## src/rtl/id_ex_hazard_ctrl.sv

```systemverilog
`default_nettype none
// ============================================================================
// Module   : id_ex_hazard_ctrl
// Purpose  : Hazard control that sits beside the ID/EX pipeline register.
//            It shadows the EX destination down through MEM and WB, produces
//            the EX-stage ALU operand forwarding selects, detects load-use
//            hazards (stall + bubble) and drives taken-branch flushes.
//            Saturating counters record stall cycles and branch flush events.
// Ports    :
//   clk, rst           clock / synchronous active-high reset
//   ReadRegister1/2    rs/rt of the instruction in ID
//   MemRead_EX         EX instruction is a load
//   RegWrite_EX        EX instruction writes a register
//   RegDest_EX         00 rt, 01 rd, 10 $31, 11 no destination
//   Instruction_EX     EX instruction word (rt/rd fields used)
//   ReadRegister1/2_EX rs/rt of the instruction in EX
//   BranchTaken_EX     branch in EX resolved taken
//   Stall_IF_ID        hold PC and IF/ID
//   Bubble_ID_EX       zero control into ID/EX at next edge
//   Flush_IF_ID        zero IF/ID at next edge
//   ForwardA/B_EX      00 regfile, 01 WB result, 10 MEM ALU result
//   WriteReg_MEM/WB    shadowed destination registers
//   StallCount         saturating load-use stall count
//   FlushCount         saturating taken-branch count
// Revision : 1.0 - initial release
// ============================================================================
module id_ex_hazard_ctrl #(
  parameter int FLUSH_CYCLES = 1,
  parameter int CNT_W        = 16
) (
  input  logic             clk,
  input  logic             rst,
  input  logic [4:0]       ReadRegister1,
  input  logic [4:0]       ReadRegister2,
  input  logic             MemRead_EX,
  input  logic             RegWrite_EX,
  input  logic [1:0]       RegDest_EX,
  input  logic [31:0]      Instruction_EX,
  input  logic [4:0]       ReadRegister1_EX,
  input  logic [4:0]       ReadRegister2_EX,
  input  logic             BranchTaken_EX,
  output logic             Stall_IF_ID,
  output logic             Bubble_ID_EX,
  output logic             Flush_IF_ID,
  output logic [1:0]       ForwardA_EX,
  output logic [1:0]       ForwardB_EX,
  output logic [4:0]       WriteReg_MEM,
  output logic [4:0]       WriteReg_WB,
  output logic [CNT_W-1:0] StallCount,
  output logic [CNT_W-1:0] FlushCount
);

  localparam logic [3:0] c_FCNT_INIT = 4'(FLUSH_CYCLES - 1);
  localparam logic       c_MULTI     = (FLUSH_CYCLES > 1);

  typedef enum logic [1:0] {
    S_RUN   = 2'd0,
    S_STALL = 2'd1,
    S_FLUSH = 2'd2
  } state_t;

  state_t     r_state;
  state_t     w_state_nxt;
  logic [3:0] r_fcnt;
  logic [3:0] w_fcnt_nxt;

  logic [4:0] w_dest_ex;
  logic       w_wr_ex;
  logic       w_load_use;
  logic       w_inc_stall;
  logic       w_inc_flush;

  logic [4:0] r_reg_mem;
  logic       r_rw_mem;
  logic       r_mr_mem;
  logic [4:0] r_reg_wb;
  logic       r_rw_wb;

  logic [CNT_W-1:0] r_stall_cnt;
  logic [CNT_W-1:0] r_flush_cnt;

  // Only the rt/rd fields of the EX instruction are relevant here.
  logic w_unused_inst;
  assign w_unused_inst = ^{Instruction_EX[31:21], Instruction_EX[10:0]};

  // Destination decode. "No destination" is carried as register 0 so that
  // the shadowed WriteReg never aliases a real register.
  always_comb begin
    w_dest_ex = 5'd0;
    case (RegDest_EX)
      2'b00:   w_dest_ex = Instruction_EX[20:16];
      2'b01:   w_dest_ex = Instruction_EX[15:11];
      2'b10:   w_dest_ex = 5'd31;
      default: w_dest_ex = 5'd0;
    endcase
  end

  assign w_wr_ex = RegWrite_EX && (w_dest_ex != 5'd0);

  // Shadow pipe: advances every edge; bubbles arrive through the EX inputs.
  always_ff @(posedge clk) begin
    if (rst) begin
      r_reg_mem <= 5'd0;
      r_rw_mem  <= 1'b0;
      r_mr_mem  <= 1'b0;
      r_reg_wb  <= 5'd0;
      r_rw_wb   <= 1'b0;
    end else begin
      r_reg_mem <= w_dest_ex;
      r_rw_mem  <= w_wr_ex;
      r_mr_mem  <= MemRead_EX;
      r_reg_wb  <= r_reg_mem;
      r_rw_wb   <= r_rw_mem;
    end
  end

  assign WriteReg_MEM = r_reg_mem;
  assign WriteReg_WB  = r_reg_wb;

  // Forwarding. MEM is the younger producer so it wins; a load sitting in
  // MEM has no data yet, but the load-use stall ensures it is in WB by then.
  always_comb begin
    ForwardA_EX = 2'b00;
    ForwardB_EX = 2'b00;
    if (r_rw_mem && (r_reg_mem != 5'd0) && (r_reg_mem == ReadRegister1_EX) && !r_mr_mem)
      ForwardA_EX = 2'b10;
    else if (r_rw_wb && (r_reg_wb != 5'd0) && (r_reg_wb == ReadRegister1_EX))
      ForwardA_EX = 2'b01;
    if (r_rw_mem && (r_reg_mem != 5'd0) && (r_reg_mem == ReadRegister2_EX) && !r_mr_mem)
      ForwardB_EX = 2'b10;
    else if (r_rw_wb && (r_reg_wb != 5'd0) && (r_reg_wb == ReadRegister2_EX))
      ForwardB_EX = 2'b01;
  end

  assign w_load_use = MemRead_EX && w_wr_ex &&
                      ((w_dest_ex == ReadRegister1) || (w_dest_ex == ReadRegister2));

  always_ff @(posedge clk) begin
    if (rst) begin
      r_state <= S_RUN;
      r_fcnt  <= 4'd0;
    end else begin
      r_state <= w_state_nxt;
      r_fcnt  <= w_fcnt_nxt;
    end
  end

  always_comb begin
    w_state_nxt  = r_state;
    w_fcnt_nxt   = r_fcnt;
    Stall_IF_ID  = 1'b0;
    Bubble_ID_EX = 1'b0;
    Flush_IF_ID  = 1'b0;
    w_inc_stall  = 1'b0;
    w_inc_flush  = 1'b0;
    case (r_state)
      S_RUN: begin
        // A taken branch discards the ID instruction, so its load-use
        // hazard is moot and no stall is charged.
        if (BranchTaken_EX) begin
          Flush_IF_ID  = 1'b1;
          Bubble_ID_EX = 1'b1;
          w_inc_flush  = 1'b1;
          if (c_MULTI) begin
            w_state_nxt = S_FLUSH;
            w_fcnt_nxt  = c_FCNT_INIT;
          end
        end else if (w_load_use) begin
          Stall_IF_ID  = 1'b1;
          Bubble_ID_EX = 1'b1;
          w_inc_stall  = 1'b1;
          w_state_nxt  = S_STALL;
        end
      end
      S_STALL: begin
        // Bubble now in EX and the load in MEM; one cycle clears the hazard.
        w_state_nxt = S_RUN;
      end
      S_FLUSH: begin
        Flush_IF_ID  = 1'b1;
        Bubble_ID_EX = 1'b1;
        w_fcnt_nxt   = r_fcnt - 4'd1;
        if (r_fcnt <= 4'd1) begin
          w_state_nxt = S_RUN;
          w_fcnt_nxt  = 4'd0;
        end
      end
      default: begin
        w_state_nxt = S_RUN;
        w_fcnt_nxt  = 4'd0;
      end
    endcase
  end

  always_ff @(posedge clk) begin
    if (rst) begin
      r_stall_cnt <= '0;
      r_flush_cnt <= '0;
    end else begin
      if (w_inc_stall && (r_stall_cnt != {CNT_W{1'b1}}))
        r_stall_cnt <= r_stall_cnt + CNT_W'(1);
      if (w_inc_flush && (r_flush_cnt != {CNT_W{1'b1}}))
        r_flush_cnt <= r_flush_cnt + CNT_W'(1);
    end
  end

  assign StallCount = r_stall_cnt;
  assign FlushCount = r_flush_cnt;

endmodule
`default_nettype wire
```

## config.mk

```make
export PLATFORM = sky130hd
export DESIGN_NAME = id_ex_hazard_ctrl
export DESIGN_NICKNAME = d
export VERILOG_FILES = /design/src/rtl/id_ex_hazard_ctrl.sv
export SDC_FILE = /design/constraint.sdc
export NUM_CORES = 1
export LEC_CHECK = 0
export ABC_AREA = 1
export CELL_PAD_IN_SITES_DETAIL_PLACEMENT = 1
export CELL_PAD_IN_SITES_GLOBAL_PLACEMENT = 1
export CORE_UTILIZATION = 31
export DETAILED_ROUTE_END_ITERATION = 8
export PLACE_DENSITY = 0.85
export RECOVER_POWER = 100
export SYNTH_ARGS = -nofsm -noshare
export SYNTH_HDL_FRONTEND = slang
export SYNTH_SLANG_ARGS = --single-unit
```

## constraint.sdc

```tcl
create_clock -name clk -period 5 [get_ports clk]
set_input_delay 1.25 -clock clk [delete_from_list [all_inputs] [get_ports clk]]
set_output_delay 1.25 -clock clk [all_outputs]
set_load 0.01 [all_outputs]
```

; ---- Word level (Yosys, flattened, before mapping)
; Index checks and enable logic that the tools add are counted.
[totals]
reg_bits = 51
latch_bits = 0
mem_bits_rw = 0
mem_bits_ro = 0
in_bits = 59
output_inout_bits = 49
word_cells = 69
n_memories = 0
[classes]
add_sub_neg = 3
mul = 0
div_mod_pow = 0
magnitude_cmp = 1
n_eq_ne = 15
shifts = 0
n_mux = 19
bitwise = 0
reduce_logical = 22
[op_table]
columns = op, count
row1 = $add A16 B1 Y16 const B, 2
row2 = $ne A16 B16 Y1 const B, 2
row3 = $eq A5 B5 Y1, 6
row4 = $pmux W5 S3, 1
row5 = $reduce_bool A5 Y1, 3
row6 = $logic_and A1 B1 Y1, 13
row7 = $mux W2, 5
row8 = $mux W1, 8
row9 = $pmux W4 S2, 1
row10 = $ne A2 B2 Y1 const B, 3
row11 = $eq A2 B1 Y1 const B, 2
row12 = $eq A2 B2 Y1 const B, 2
row13 = $le A4 B1 Y1 const B, 1
row14 = $logic_not A2 Y1, 2
row15 = $mux W4, 1
row16 = $pmux W1 S2, 2
row17 = $pmux W2 S2, 1
row18 = $sub A4 B1 Y4 const B, 1
row19 = $reduce_and A3 Y1, 1
row20 = $reduce_or A2 Y1, 1
row21 = $logic_not A1 Y1, 1
row22 = $logic_or A1 B1 Y1, 1

; ---- Depth between registers and ports, before layout
[logic_depth]
ltp_word = 10
depth_mapped = 15

; ---- Least setup slack after synthesis
; No wires, ideal clock.
[synth_timing]
path_type = in2out
startpoint = in RegDest_EX[1]
endpoint = out Bubble_ID_EX
arrival_time_ps = 2196
t_required_ps = 3750
slack_ps = 1554
cell_stages = 11
n_path_buf = 0
path_cell_list = inv_1 > nand2_1 > nand2_1 > nand2_2 > nand2_1 > nand2_1 > nor2_1 > nand3_1 > nand2_2 > nand2_1 > a21oi_1
[synth_between]
elab_chain_cells = 9
[synth_lines]
columns = item, line
row1 = "start, declared", 37  ; input logic [1:0] RegDest_EX,
row2 = $eq A2 B2 Y1 (tied with other cells), 90  ; case (RegDest_EX)
row3 = $pmux W5 S3 *, 90
row4 = $reduce_bool A5 Y1, 98  ; assign w_wr_ex = RegWrite_EX && (w_dest_ex != 5'd0);
row5 = $logic_and A1 B1 Y1, 98
row6 = $logic_and A1 B1 Y1, 135  ; assign w_load_use = MemRead_EX && w_wr_ex &&
row7 = $logic_and A1 B1 Y1 *, 135
row8 = $mux W1 *, 168  ; end else if (w_load_use) begin
row9 = $mux W1 *, 160  ; if (BranchTaken_EX) begin
row10 = $pmux W1 S2 *, 156  ; case (r_state)
row11 = "end, declared", 43  ; output logic Bubble_ID_EX,
; Every way passes the cells marked *; elsewhere a longest branch is shown, timed or not.

; ---- Final worst setup path
[layout_timing]
startpoint = in RegDest_EX[0]
endpoint = out Bubble_ID_EX
; The elaborated chain is that of the path after synthesis.

==> key figures <==
Layout
  • Ant diodes: 0
  • Util after Layout: 0.445
  • Nets: 540
  • Synthesis-to-finish area growth: 39.8%
  • Final Instance Count excl. Fillers: 585
  • Layout cells sized above 1: 0.0500
  • Most frequent cells in the layout: 85 x nand2_1, 63 x nor2_1, 51 x inv_1
  • Most common cell after layout, fill and taps aside: nand2_1

Pwr
  • PwrDens: 211 nW/um2
  • Total chip power: 0.766 mW
  • Peak supply drop: 90.4 uV
  • Leakage power: roughly 1.6 nW

Worst setup path
  • FF-to-FF Start: StallCount[0]
  • Critical path type: in2out
  • Worst path cell trace: dlygate4sd3_1, nor2_4, nand2_1, nand2_2, nand3_1, o21ai_0, nor2_2, nand2_1, a21oi_1, clkdlybuf4s50_1
  • WP buf/inv: 2
  • Delay-heaviest family, CP: buffers and inverters
  • Critical-path top delay cell: dlygate4sd3_1
  • R2R cell count: 11
  • Critical path's largest stage delay: 0.69 ns
  • Worst EP required: approximately 3.8 ns
  • Startpoint Class: primary input
  • CP dominant cell by count: nand2_1
  • CP Max Fanout: 6
  • Flop2flop setup slack: 2.32 ns
  • Reg2reg end: StallCount[7]
  • CP endpoint kind: primary output
  • CP arrival: 3.53 ns

Die
  • Number of I/O pins: 108
  • Starting Density: 0.318
  • Number of cell rows: 33
  • Die area: 8770 um2
  • Die W: 93.6 um
  • Core Footprint: 8180 um2
  • Die height: roughly 94 um

Synthesis
  • Post-synth top area share: 0.354
  • Synth cell types: 31
  • Ys Warns: 0
  • Mux share of post-synthesis cell area: 0
  • Top post-synthesis cells by area: dfxtp_1 35%, nand2_1 12%, nor2_1 8.9%
  • Complex-gate fraction of the synthesized area: 0.105
  • Avg Cell Area, Syn: 6.59 um2
  • Yosys reg bits: 46
  • Synth Area in Simple Gates: 0.390
  • Adder-cell share of the synthesized area: 0.00962
  • Area leader, netlist: dfxtp_1
  • Syn Inst Count: 395
  • Combinational family with the most area after synthesis: simple AND/OR/NAND/NOR gates
  • Post-synthesis xor/xnor area fraction: 0.0505
  • Sequential share of the synthesized area: 0.354
  • Post-synthesis cell area: ~2600 um2
  • Mapped Nets: 456

Clocking
  • CTS tree: done
  • Post-CTS Setup Inserts: 0
  • Hold Buf Count CTS: 0
  • Root Buffer: clkbuf_8
  • Htree depth: 2
  • CTS buffer count: 5
  • Clk sinks: 46
  • Clock buffer depth: 2
  • Clock-pin slew on the worst setup and hold paths: 0.08 ns
  • PostCTS Resize Cnt: 0
  • Worst-Skew Late Latency: 0.31 ns

Global routing
  • Met3 GRT Util: 0.0309
  • Antenna violations before repair: 0
  • Total Routing Usage GR: 0.190
  • GR Overflow Total: 0
  • Most Crowded Layer GR: met2
  • Number of global-route vias before repair: between 3000 and 4000
  • Met1 Resource Use GR: 0.211
  • First-pass GRT wire length: about 13000 um
  • Largest net degree at the start of global routing: 31
  • Grt met2 use: 0.365

STA
  • Clk_skew: 0.0143 ns
  • Fmax: 209 MHz
  • Count of final hold-check violations: 0
  • Slew @ Worst Pin: between 1 and 1.5 ns
  • Max_slew headroom: 0.0416
  • Max-slew violation count: 0
  • Fin crit share: 0.955
  • Total negative setup slack: 0 ns
  • RSZ-0062 raised after global routing: no
  • Final Setup Violations: 0
  • Minimum clock period: 4.78 ns
  • Setup ws final: 0.224 ns

Placed design
  • Place WS: 0.302 ns
  • Placed insts: 577
  • RD Place Congestion: between 0.7 and 0.8
  • PortBufs: 85
  • DP HPWL: 6240 um

Route
  • Vias: 2860
  • Vias per cell: just under 5
  • DRT Wirelength: a little under 8000 um
  • Wire per inst: 13.3 um
  • Antenna viol nets, final: 0
  • DR pass1 iterations: 4
  • Detailed-route DRC error count: 0
  • First DRT Iteration DRCs: 54

Outcome
  • Status: finished clean

Worst hold path
  • Worst Hold Class: reg2reg
  • Hold_sp: r_rw_mem
  • Hold path depth: 2
  • Hold EP: r_rw_wb

Job
  • # Max-Cap Violations: 0
-- flip-flops by register name, summed over array words and instances, names as in the netlist --
signal	flops
FlushCount	16
StallCount	16
WriteReg_MEM	5
WriteReg_WB	5
r_mr_mem	1
r_rw_mem	1
r_rw_wb	1
r_state	1
-- stage by stage --
step | instance area [um2] | hold slack (ns)
2_1_floorplan | 2600 | 0.400
3_3_place_gp | 3540 | 0.413
3_5_place_dp | 3540 | 0.412
4_1_cts | 3640 | 0.425
5_1_grt | 3640 | 0.452
6_report | 3640 | 0.422
-- synth_stat cells --
library cell / n
nand3_4: 1
nor2_2: 1
nand2_2: 5
buf_6: 2
xnor2_1: 11
nand3b_1: 6
nor2_1: 62
nor4_1: 3
nor2_4: 2
clkbuf_1: 5
o221a_2: 1
ha_1: 2
xor2_1: 4
o41ai_1: 1
nor3_1: 9
inv_1: 51
o21ai_1: 2
nor3b_1: 4
nand2_1: 85
o21ai_0: 15
buf_1: 1
or2_2: 5
nand4_1: 7
a31oi_1: 1
a21oi_2: 2
nand3_1: 33
dfxtp_1: 46
o2111ai_1: 2
a21oi_1: 24
and3_1: 1
o211ai_1: 1
-- worst reg2reg max path: stages (launching register included) --
cell and delay, ns:
dfxtp_1 0.36, ha_1 0.25, nand2_1 0.13, nor2_1 0.10, nand2_1 0.11, nor2_1 0.06
nand2_1 0.08, inv_1 0.04, nor2_1 1.07, nand3_1 0.20, nand2_1 0.14, nor2_1 0.05
-- logic make-up (layout without fill, tap and decap cells) --
| logic type | count (synthesis) | after routing |
|---|---|---|
| buf+inv | 59 | 144 |
| xor+xnor | 15 | 15 |
| compound gates | 49 | 49 |
| simple gates | 224 | 224 |
| fa+ha+maj | 2 | 2 |
| flops | 46 | 46 |
-- final cells by class --
class / instances / area [um2]
Sequential cell: 46 / 921
Tap cell: 105 / 131
Fill cell: 1060 / 4540
Clock buffer: 7 / 96.3
Timing Repair Buffer: 85 / 851
Inverter: 51 / 191
Multi-Input combinational cell: 290 / 1440
Clock inverter: 1 / 8.76
-- routing by layer --
metal / vias up / routed length (um)
li1: 1437 / -
met1: 1362 / 3290
met2: 49 / 4080
met3: 12 / 307
met4: 0 / 112
met5: - / 0
-- worst max-delay path by stage --
stage	from	endpoint	slack [ns]	cells past startpoint
after CTS	RegDest_EX[0]	Bubble_ID_EX	0.29	12
final	RegDest_EX[0]	Bubble_ID_EX	0.22	10
after global placement	RegDest_EX[0]	Bubble_ID_EX	0.33	10
after floorplan	RegDest_EX[1]	Bubble_ID_EX	1.55	11
after global routing	RegDest_EX[0]	Bubble_ID_EX	0.07	10
after detailed placement	RegDest_EX[0]	Bubble_ID_EX	0.30	12
-- power breakdown --
part           internal, mW  switching (mW)
sequential            0.374         0.00803
combinational        0.0619          0.0622
clock                 0.127           0.133
Note: power is estimated with default switching activity, not from simulation.
